==> src/rtl/adc_pkg.sv <==
// Shared ADC stream constants and offset-binary to signed sample conversion.
// Purely combinational helpers; no latency, no flow control.
package adc_pkg;

    localparam int ADC_DATA_W   = 12;
    localparam int ADC_CH_W     = 5;
    localparam int ADC_MIDSCALE = 2048;
    localparam int SAMPLE_W_MAX = 24;

    typedef logic signed [SAMPLE_W_MAX-1:0] sample_max_t;

    // Result is left-justified into out_w bits; callers keep the low out_w bits.
    function automatic sample_max_t adc_to_signed(input logic [ADC_DATA_W-1:0] code,
                                                  input int out_w);
        logic signed [ADC_DATA_W:0] w_s;
        w_s = $signed({1'b0, code}) - $signed((ADC_DATA_W+1)'(ADC_MIDSCALE));
        return SAMPLE_W_MAX'(w_s) <<< (out_w - ADC_DATA_W);
    endfunction

endpackage

==> src/rtl/sample_fifo.sv <==
// First-word-fall-through FIFO; a push appears at the head one cycle later (no bypass).
// Push while full without a same-cycle pop is ignored; pop while empty is ignored.
module sample_fifo #(
    parameter int DEPTH = 16,
    parameter int WIDTH = 16,
    localparam int AW   = $clog2(DEPTH)
) (
    input  logic             i_clk,
    input  logic             i_rst,
    input  logic             i_push,
    input  logic [WIDTH-1:0] i_push_dat,
    input  logic             i_pop,
    output logic [WIDTH-1:0] o_head_dat,
    output logic             o_full,
    output logic             o_empty,
    output logic [AW:0]      o_level
);

    logic [WIDTH-1:0] r_mem [DEPTH];
    logic [AW:0]      r_wr_ptr;
    logic [AW:0]      r_rd_ptr;
    logic             w_wr_en;
    logic             w_rd_en;

    // Extra pointer MSB distinguishes full from empty when the low bits match.
    assign o_empty    = (r_wr_ptr == r_rd_ptr);
    assign o_full     = (r_wr_ptr[AW] != r_rd_ptr[AW]) &&
                        (r_wr_ptr[AW-1:0] == r_rd_ptr[AW-1:0]);
    assign o_level    = r_wr_ptr - r_rd_ptr;
    assign w_rd_en    = i_pop & ~o_empty;
    assign w_wr_en    = i_push & (~o_full | w_rd_en);
    assign o_head_dat = o_empty ? '0 : r_mem[r_rd_ptr[AW-1:0]];

    always_ff @(posedge i_clk) begin
        if (i_rst) begin
            r_wr_ptr <= '0;
            r_rd_ptr <= '0;
        end else begin
            if (w_wr_en) r_wr_ptr <= r_wr_ptr + 1'b1;
            if (w_rd_en) r_rd_ptr <= r_rd_ptr + 1'b1;
        end
    end

    always_ff @(posedge i_clk) begin
        if (w_wr_en) r_mem[r_wr_ptr[AW-1:0]] <= i_push_dat;
    end

endmodule

==> src/rtl/adc_sample_sink.sv <==
// ADC response sink: channel filter, offset-binary to signed conversion, FWFT sample buffer.
// Hit to sample_valid is 2 cycles when empty; input cannot stall, so a full buffer drops and counts.
module adc_sample_sink
    import adc_pkg::*;
#(
    parameter int DEPTH = 16,
    parameter int OUT_W = 16,
    parameter int CNT_W = 16
) (
    input  logic                      clk_clk,
    input  logic                      reset_reset,
    input  logic                      adc_response_valid,
    input  logic                      adc_response_startofpacket,
    input  logic                      adc_response_endofpacket,
    input  logic                      adc_response_empty,
    input  logic [ADC_CH_W-1:0]       adc_response_channel,
    input  logic [ADC_DATA_W-1:0]     adc_response_data,
    input  logic [ADC_CH_W-1:0]       cfg_channel,
    input  logic                      enable,
    input  logic                      clear_status,
    output logic                      sample_valid,
    output logic [OUT_W-1:0]          sample_data,
    input  logic                      sample_ready,
    output logic                      overflow,
    output logic                      framing_error,
    output logic [CNT_W-1:0]          drop_count,
    output logic [$clog2(DEPTH):0]    fill_level
);

    typedef logic signed [OUT_W-1:0] sample_t;

    logic        w_hit;
    logic        w_capture;
    logic        w_frame_err;
    sample_max_t w_conv;
    logic        w_full;
    logic        w_empty;
    logic        w_pop;
    logic        w_drop;
    logic        w_unused;

    logic        r_s1_vld;
    sample_t     r_s1_dat;
    logic        r_overflow;
    logic        r_framing_error;
    logic [CNT_W-1:0] r_drop_count;

    assign w_hit       = adc_response_valid & enable & (adc_response_channel == cfg_channel);
    assign w_capture   = w_hit & adc_response_startofpacket & adc_response_endofpacket;
    assign w_frame_err = w_hit & ~(adc_response_startofpacket & adc_response_endofpacket);
    assign w_conv      = adc_to_signed(adc_response_data, OUT_W);
    assign w_unused    = ^{adc_response_empty, w_conv};

    always_ff @(posedge clk_clk) begin
        if (reset_reset) begin
            r_s1_vld <= 1'b0;
            r_s1_dat <= '0;
        end else begin
            r_s1_vld <= w_capture;
            if (w_capture) r_s1_dat <= w_conv[OUT_W-1:0];
        end
    end

    sample_fifo #(
        .DEPTH (DEPTH),
        .WIDTH (OUT_W)
    ) u_fifo (
        .i_clk      (clk_clk),
        .i_rst      (reset_reset),
        .i_push     (r_s1_vld),
        .i_push_dat (r_s1_dat),
        .i_pop      (w_pop),
        .o_head_dat (sample_data),
        .o_full     (w_full),
        .o_empty    (w_empty),
        .o_level    (fill_level)
    );

    assign sample_valid = ~w_empty;
    assign w_pop        = sample_valid & sample_ready;
    // A same-cycle pop frees the slot, so only a push against a stalled full buffer is lost.
    assign w_drop       = r_s1_vld & w_full & ~w_pop;

    always_ff @(posedge clk_clk) begin
        if (reset_reset) begin
            r_overflow      <= 1'b0;
            r_framing_error <= 1'b0;
            r_drop_count    <= '0;
        end else begin
            if (w_drop)            r_overflow <= 1'b1;
            else if (clear_status) r_overflow <= 1'b0;

            if (w_frame_err)       r_framing_error <= 1'b1;
            else if (clear_status) r_framing_error <= 1'b0;

            if (clear_status)
                r_drop_count <= w_drop ? CNT_W'(1) : '0;
            else if (w_drop && (r_drop_count != '1))
                r_drop_count <= r_drop_count + CNT_W'(1);
        end
    end

    assign overflow      = r_overflow;
    assign framing_error = r_framing_error;
    assign drop_count    = r_drop_count;

endmodule

==> config.mk <==
export PLATFORM = sky130hd
export DESIGN_NAME = adc_sample_sink
export DESIGN_NICKNAME = d
export VERILOG_FILES = /design/src/rtl/adc_pkg.sv /design/src/rtl/sample_fifo.sv /design/src/rtl/adc_sample_sink.sv
export SDC_FILE = /design/constraint.sdc
export NUM_CORES = 1
export LEC_CHECK = 0
export CAP_MARGIN = 20
export CORE_AREA = 5 5 138 140
export DETAILED_ROUTE_END_ITERATION = 8
export DIE_AREA = 0 0 143 145
export PLACE_DENSITY = 0.74
export SYNTH_ARGS = -nofsm -noshare
export SYNTH_HDL_FRONTEND = slang
export SYNTH_SLANG_ARGS = --single-unit
==> constraint.sdc <==
create_clock -name clk_clk -period 3.6 [get_ports clk_clk]
set_input_delay 0.54 -clock clk_clk [delete_from_list [all_inputs] [get_ports clk_clk]]
set_output_delay 0.54 -clock clk_clk [all_outputs]
set_load 0.05 [all_outputs]
==> flow_metrics.tcl, run 1 <==
set metrics [dict create \
    run_status "finished, final reports clean" \
    tightest_slew_ns 0.634 \
    drt_wl_total_um 18900 \
    layout_commonest_cell "edfxtp_1" \
    crit_family "simple AND/OR/NAND/NOR gates" \
    final_util_pct 63.4 \
    coreArea_um2 17700 \
    drive_above_1_share_pct 20.4 \
    crit-reg2reg-capture "drop_count[10]" \
    grt_start_max_net_pins 29 \
    finalCritPeriodShare_pct 93.7 \
    nets 681 \
    cp-endpoint "sample_data[6]" \
    finalSetupViolCount 0 \
    die-width_um 143 \
    post-route-drc-count 0 \
    drv_cap 0 \
    vias_per_cell 5.67 \
    cp.required_ns 3.06 \
    final_cell_mix "192 x edfxtp_1, 52 x nor2_1, 52 x clkdlybuf4s50_1" \
    htree_levels 1 \
    rrSetupSlack_ns 0.86 \
    slew_violations 0 \
    ys_seq_elements 237 \
    final_area_um2 11200 \
    worstSetupEndpointType "primary output" \
    die-height_um 145 \
    cp-start-kind "register" \
    rr_startpoint "u_fifo.r_wr_ptr[2]" \
    seq_area_frac_synth_pct 70.3 \
    slowest_stage "dfxtp_1" \
    vdd_ir_drop_max_uv 333 \
    grt_overflow_total 0 \
    worstHoldPathType "reg2reg" \
    fin_cells 885 \
    start_util_pct 53.5 \
    arrival_ns 2.83 \
    synth_ff_type "edfxtp_1" \
    path_cells "ha_1 -> and4_1 -> nand2_1 -> nand2_1 -> buf_4 -> o22ai_1 -> buf_4" \
    total_power_mw 5.38 \
    grt_pass1_vias 5239 \
    synth_cell_types 38 \
    worstSetupPathDepth 7 \
    synth_top_area_share_pct 60.8 \
    ff2ff_path_depth 6 \
    syn_to_final_growth_pct 18.5 \
    max_freq_mhz 296 \
    num_rows 49 \
    grt_usage_pct 18.4 \
    grt_pass1_wl_um 29600 \
    rsz0062_at_grt "no" \
    synth_area_leader_cell "edfxtp_1" \
    path_buf_inv 2 \
    hold-worst-slack_ns 0.474 \
    cts_root_buf "clkbuf_16" \
    clkTransAtPathRegs_ns 0.06 \
    drt_iter0_drc 365 \
    cts_tree "done" \
    worst_path_largest_cell_delay_ns 0.56 \
    synth_cells 552 \
    max_slew_margin_pct 57.7 \
    synthTopCellsByArea "edfxtp_1 61%, mux4_2 11%, dfxtp_1 9.5%, mux2i_1 3.8%, nor2_1 2.1%" \
    io_buffers 65 \
    timing.final.ws_setup_ns 0.226 \
    worstSetupPathType "reg2out" \
    hold_buffers 0 \
    place_ws_ns 0.530 \
    synth-edff-count 192 \
    ant_nets 0 \
    clockBufferDepth 3 \
    syn-cell-area_um2 9480 \
    dr.pass1.iters 5 \
    synth.avg_cell_area_um2 17.2 \
    critPathMaxFanout 9 \
    antenna_found_initial 0 \
    cts_sinks 237 \
    antenna_cells 0 \
    vias 5022 \
    dpl.cell_count 843 \
    fillers 1199 \
    cts_buffers 23 \
    gp_congestion 0.797 \
    io_pins 71 \
    wl_per_cell_um 21.3 \
    cellLeakagePower_nw 3.95 \
    tns_ns 0 \
    die_area_um2 20700 \
    clock_skew_ns 0.0142 \
    hold_viol 0 \
    yosys_warnings 0 \
    min_period_ns 3.37 \
    placed_area_um2 10500 \
    worstSkewPairLatency_ns 0.50 \
    crit_start "u_fifo.r_wr_ptr[3]" \
    hpwl_um 12000 \
    power_density_nw_per_um2 479 \
    synthArstFlopShare_pct 0 \
]
kinds of logic (layout without fill, tap and decap cells):
family | count (synthesis) | after routing | share of synthesized area, %
other cells | 1 | 4 | 0.0396
xor+xnor | 29 | 29 | 2.68
buf+inv | 45 | 146 | 2.14
compound gates | 29 | 29 | 1.91
flops | 237 | 237 | 70.3
fa+ha+maj | 11 | 11 | 1.53
simple gates | 116 | 116 | 6.18
mux | 84 | 84 | 15.2
Yosys cell counts, types with 7 or more instances:
cell type    n
mux4_2      48
edfxtp_1   192
xnor2_1     22
mux2i_1     36
o22ai_1     12
nor3_1       7
nand2_1     16
clkbuf_1    18
xor2_1       7
ha_1        10
nand3_1      8
a21oi_1      8
dfxtp_1     45
inv_1       12
nor2_1      52
worst min-delay path, stage by stage (launching register included):
cell and delay (ns):
dfxtp_1 0.32, nand2_1 0.05, a21oi_1 0.06
per-layer routing:
| layer | routed length [um] | track usage, % |
|---|---|---|
| met3 | 1050 | 3.29 |
| met4 | 196 | 3.33 |
| met5 | 0 | 0 |
| met1 | 7930 | 25.8 |
| met2 | 9690 | 30.9 |
where the power goes:
group          total [mW]  switching, mW  internal (mW)  leakage [nW]
logic              0.0655         0.0305         0.0350          1.21
clock network        2.39          0.957           1.44         0.373
registers            2.92        0.00149           2.92          2.37
total                5.38          0.989           4.39          3.95
how the worst min path moves through the flow:
stage / slack, ns / end / depth (start not counted) / from
2_1_floorplan: 0.47 / u_fifo.r_wr_ptr[4] / 2 / u_fifo.r_wr_ptr[4]
3_3_place_gp: 0.45 / overflow / 2 / overflow
4_1_cts: 0.47 / overflow / 2 / overflow
3_5_place_dp: 0.46 / overflow / 2 / overflow
5_1_grt: 0.50 / overflow / 2 / overflow
6_report: 0.47 / overflow / 2 / overflow
sequential cells by signal, summed over array words and instances (netlist names), named ones only:
name and flops:
u_fifo.r_wr_ptr 5, drop_count 16, u_fifo.r_mem 192, framing_error 1, r_s1_vld 1, overflow 1
u_fifo.r_rd_ptr 5, r_s1_dat 12
timing repair:
action                                  4_1_cts  5_1_grt
endpoints found under the setup margin        3        1
buffers inserted                              0        0
gates resized for setup                       3        1
area by class of cell:
type | instances | area, um^2 | area share (%)
Sequential cell | 237 | 6670 | 59.4
Multi-Input combinational cell | 273 | 2640 | 23.5
Timing Repair Buffer | 92 | 830 | 7.38
Clock buffer | 31 | 626 | 5.57
Tap cell | 229 | 287 | 2.55
Clock inverter | 11 | 135 | 1.20
Inverter | 12 | 45.0 | 0.401
Note: power is estimated with default switching activity, not from simulation.
==> run 2: changes to the inputs <==
--- a/config.mk
+++ b/config.mk
@@ -9,7 +9,8 @@
 export CORE_AREA = 5 5 138 140
 export DETAILED_ROUTE_END_ITERATION = 8
 export DIE_AREA = 0 0 143 145
-export PLACE_DENSITY = 0.74
+export PLACE_DENSITY_LB_ADDON = 0.2
+export SLEW_MARGIN = 20
 export SYNTH_ARGS = -nofsm -noshare
 export SYNTH_HDL_FRONTEND = slang
 export SYNTH_SLANG_ARGS = --single-unit
==> run 2 against run 1 <==
Net effect:
- wire length up 7.8%
- via count up 2.9%
- die area unchanged
- core utilization up 0.12 points
- critical path depth up 1
- clock power up 2%
- largest power group unchanged
==> flow_metrics.tcl, run 2 (same netlist as run 1, synthesis figures left out) <==
set metrics [dict create \
    hold_path_end "overflow" \
    slew_violations 0 \
    rrSetupSlack_ns 0.87 \
    run_status "finished, final reports clean" \
    cp-start-kind "register" \
    arrival_ns 2.89 \
    finalSetupViolCount 0 \
    hold_viol 0 \
    cellLeakagePower_nw 3.96 \
    hold_path_depth 2 \
    cts_tree "done" \
    htree_levels 1 \
    crit-reg2reg-capture "u_fifo.r_mem[10][6]" \
    vdd_ir_drop_max_uv 384 \
    drt_wl_total_um 20300 \
    start_util_pct 53.5 \
    ff2ff_path_depth 6 \
    cts_sinks 237 \
    hold-worst-slack_ns 0.470 \
    hp-start "overflow" \
    cts_root_buf "clkbuf_16" \
    die-width_um 143 \
    post-route-drc-count 0 \
    die-height_um 145 \
    hpwl_um 12600 \
    tightest_slew_ns 0.645 \
    clkTransAtPathRegs_ns 0.06 \
    max_slew_margin_pct 56.9 \
    syn_to_final_growth_pct 18.7 \
    final_util_pct 63.5 \
    finalCritPeriodShare_pct 95.2 \
    worstSetupEndpointType "primary output" \
    antenna_found_initial 0 \
    worstHoldPathType "reg2reg" \
    fillers 1207 \
    rr_startpoint "u_fifo.r_wr_ptr[2]" \
    num_rows 49 \
    power_density_nw_per_um2 481 \
    ant_nets 0 \
    grt_start_max_net_pins 29 \
    clockBufferDepth 3 \
    nets 683 \
    final_area_um2 11300 \
    layout_commonest_cell "edfxtp_1" \
    coreArea_um2 17700 \
    io_buffers 65 \
    critPathMaxFanout 5 \
    worstSetupPathType "reg2out" \
    dr.pass1.iters 5 \
    vias_per_cell 5.82 \
    grt_usage_pct 20.1 \
    tns_ns 0 \
    min_period_ns 3.43 \
    place_ws_ns 0.605 \
    antenna_cells 0 \
    vias 5169 \
    rsz0062_at_grt "no" \
    drt_iter0_drc 360 \
    io_pins 71 \
    die_area_um2 20700 \
    gp_congestion 0.818 \
    grt_overflow_total 0 \
    placed_area_um2 10500 \
    final_cell_mix "192 x edfxtp_1, 53 x clkdlybuf4s50_1, 52 x nor2_1" \
    grt_pass1_vias 5337 \
    drv_cap 0 \
    cp.required_ns 3.06 \
    wl_per_cell_um 22.9 \
    timing.final.ws_setup_ns 0.174 \
    worstSkewPairLatency_ns 0.51 \
    drive_above_1_share_pct 20.6 \
    grt_pass1_wl_um 31400 \
    cts_buffers 24 \
    largest_reg_flops 192 \
    clock_skew_ns 0.00881 \
    max_freq_mhz 292 \
]
[run 2: how the worst max path moves through the flow]
stage                     slack [ns]               to          startpoint
final                           0.17    fill_level[4]  u_fifo.r_wr_ptr[0]
after global routing            0.04    fill_level[4]  u_fifo.r_wr_ptr[0]
after CTS                       0.05  sample_data[11]  u_fifo.r_wr_ptr[2]
after detailed placement        0.61  sample_data[11]  u_fifo.r_wr_ptr[3]
after global placement          0.63  sample_data[11]  u_fifo.r_wr_ptr[3]
after floorplan                 0.56  sample_data[10]  u_fifo.r_rd_ptr[1]
[run 2: power by group]
| group | internal, mW | switching, mW | total (mW) | leakage (nW) |
|---|---|---|---|---|
| combinational | 0.0350 | 0.0302 | 0.0652 | 1.21 |
| clock | 1.46 | 0.973 | 2.43 | 0.383 |
| sequential | 2.92 | 0.00149 | 2.92 | 2.37 |
[run 2: per-layer routing]
metal / wire length [um] / global-route usage (%) / vias up
met3: 1660 / 3.88 / 23
met5: 0 / 0 / -
li1: - / - / 2315
met4: 257 / 4.18 / 0
met2: 9710 / 31.7 / 217
met1: 8710 / 29.4 / 2614
[run 2: cell type report]
cell class | count | area (um^2) | share of cell area (%)
Clock inverter | 9 | 92.6 | 0.822
Multi-Input combinational cell | 273 | 2640 | 23.5
Tap cell | 229 | 287 | 2.55
Timing Repair Buffer | 93 | 836 | 7.42
Clock buffer | 35 | 683 | 6.07
Inverter | 12 | 45.0 | 0.400
Sequential cell | 237 | 6670 | 59.3
[run 2: worst max-delay path: stages (launching register included)]
cell	delay, ns
dfxtp_1	0.41
inv_1	0.13
ha_1	0.23
fa_1	0.41
inv_1	0.07
a21o_1	0.10
a21oi_1	0.07
xnor2_1	0.14
clkdlybuf4s50_1	0.82
[run 2: stage by stage]
step / instances / power (mW)
final: 888 / 5.42
after global routing: 888 / 5.59
after CTS: 888 / 5.46
after detailed placement: 844 / 3.05
after global placement: 844 / 3.04
after floorplan: 555 / 3.01
[run 2: repair_timing]
item / in CTS / in global routing
hold buffers: 0 / 0
setup endpoints to repair: 0 / 1
gates resized for setup: 0 / 1
hold endpoints to repair: 0 / 0
setup buffers: 0 / 0
==> run 3: changes to the inputs <==
--- a/config.mk
+++ b/config.mk
@@ -6,9 +6,9 @@
 export NUM_CORES = 1
 export LEC_CHECK = 0
 export CAP_MARGIN = 20
-export CORE_AREA = 5 5 138 140
+export CORE_AREA = 5 5 135 137
 export DETAILED_ROUTE_END_ITERATION = 8
-export DIE_AREA = 0 0 143 145
+export DIE_AREA = 0 0 140 142
 export PLACE_DENSITY_LB_ADDON = 0.2
 export SLEW_MARGIN = 20
 export SYNTH_ARGS = -nofsm -noshare
==> run 3 against run 2 <==
Net effect:
- clock skew up 0.0048 ns
- critical path depth unchanged
- largest power group unchanged
- largest cell class unchanged
- critical endpoint unchanged
- total power down 2.9%
- combinational power down 1%
==> flow_metrics.tcl, run 3 (same netlist as run 1, synthesis figures left out) <==
set metrics [dict create \
    post_cts_buffers 0 \
    grt_usage_pct 19.5 \
    layout_commonest_cell "edfxtp_1" \
    slowest_stage "clkdlybuf4s50_1" \
    hold_path_depth 2 \
    post_cts_resize_count 1 \
    cp.required_ns 3.06 \
    die-width_um 140 \
    vdd_ir_drop_max_uv 348 \
    worstSetupPathDepth 8 \
    power_density_nw_per_um2 470 \
    run_status "finished, final reports clean" \
    rsz0062_at_grt "no" \
    cp-start-kind "register" \
    ant_nets 0 \
    ff2ff_path_depth 6 \
    max_slew_margin_pct 58.7 \
    min_period_ns 3.41 \
    path_cells "inv_1 -> ha_1 -> fa_1 -> inv_1 -> a21o_1 -> a21oi_1 -> xnor2_1 -> clkdlybuf4s50_1" \
    worstHoldPathType "reg2reg" \
    drive_above_1_share_pct 20.1 \
    io_pins 71 \
    hold_viol 0 \
    worstSetupEndpointType "primary output" \
    path_buf_inv 3 \
    tns_ns 0 \
    antenna_cells 0 \
    cts_tree "done" \
    grt_overflow_total 0 \
    nets 681 \
    clock_skew_ns 0.0136 \
    cts_root_buf "clkbuf_16" \
    slew_violations 0 \
    antenna_found_initial 0 \
    critPathMaxFanout 5 \
    hold_buffers 0 \
    place_ws_ns 0.532 \
    hpwl_um 12000 \
    finalCritPeriodShare_pct 94.8 \
    vias 5035 \
    worst_path_largest_cell_delay_ns 0.83 \
    grt_pass1_vias 5392 \
    start_util_pct 56.0 \
    vias_per_cell 5.72 \
    critPathMostFrequentCell "inv_1" \
    wl_per_cell_um 21.4 \
    final_cell_mix "192 x edfxtp_1, 53 x clkdlybuf4s50_1, 52 x nor2_1" \
    drv_cap 0 \
    max_freq_mhz 293 \
    tightest_slew_ns 0.620 \
    io_buffers 65 \
    coreArea_um2 16900 \
    die_area_um2 19900 \
    cts_sinks 237 \
    total_power_mw 5.26 \
    post-route-drc-count 0 \
    num_rows 48 \
    hold-worst-slack_ns 0.469 \
    clockBufferDepth 3 \
    drt_wl_total_um 18800 \
    worstSkewPairLatency_ns 0.51 \
    grt_pass1_wl_um 29800 \
    timing.final.ws_setup_ns 0.186 \
    largest_reg_flops 192 \
    syn_to_final_growth_pct 17.9 \
    drt_iter0_drc 353 \
    die-height_um 142 \
    finalSetupViolCount 0 \
    clkTransAtPathRegs_ns 0.06 \
    arrival_ns 2.87 \
    crit_family "buffers and inverters" \
    worstSetupPathType "reg2out" \
    cellLeakagePower_nw 3.91 \
    htree_levels 1 \
    dr.pass1.iters 4 \
    cts_buffers 23 \
    grt_start_max_net_pins 29 \
    gp_congestion 0.855 \
]
## run 3: worst min-delay path, cell delays in order (launching register included)
cell and delay, ns:
dfxtp_1 0.32, nand2_1 0.05, a21oi_1 0.05
## run 3: final cells by class
class / instances / area, um^2
timing repair buffer: 92 / 825
sequential: 237 / 6670
fill: 1185 / 5760
tap: 225 / 282
inverter: 12 / 45.0
clock inverter: 7 / 65.1
multi-input combinational: 273 / 2640
clock buffer: 35 / 651
## run 3: report_power, final
| group | total (mW) | switching [mW] | internal [mW] |
|---|---|---|---|
| Clock | 2.27 | 0.951 | 1.32 |
| Sequential | 2.92 | 0.00139 | 2.92 |
| Combinational | 0.0644 | 0.0295 | 0.0349 |
## run 3: stage by stage
step           cells  instance area [um^2]  utilization, %
3_5_place_dp     839                 10500            61.8
3_3_place_gp     839                 10500            61.8
6_report         881                 11200            66.0
2_1_floorplan    555                  9490               -
5_1_grt          881                 11200            66.0
4_1_cts          881                 11200            66.0
## run 3: layer usage
layer / global-route usage (%) / part of all wire, % / up-vias
met1: 26.7 / 43 / 2527
met5: 0 / 0 / -
li1: - / - / 2298
met4: 5.61 / 1.9 / 0
met2: 32.9 / 49 / 180
met3: 3.33 / 6.2 / 30
## run 3: worst paths after layout
path                 startpoint  slack (ns)              to
min                    overflow        0.47        overflow
min reg2reg            overflow        0.47        overflow
max reg2reg  u_fifo.r_wr_ptr[2]        0.89  drop_count[10]
max          u_fifo.r_wr_ptr[0]        0.19   fill_level[4]
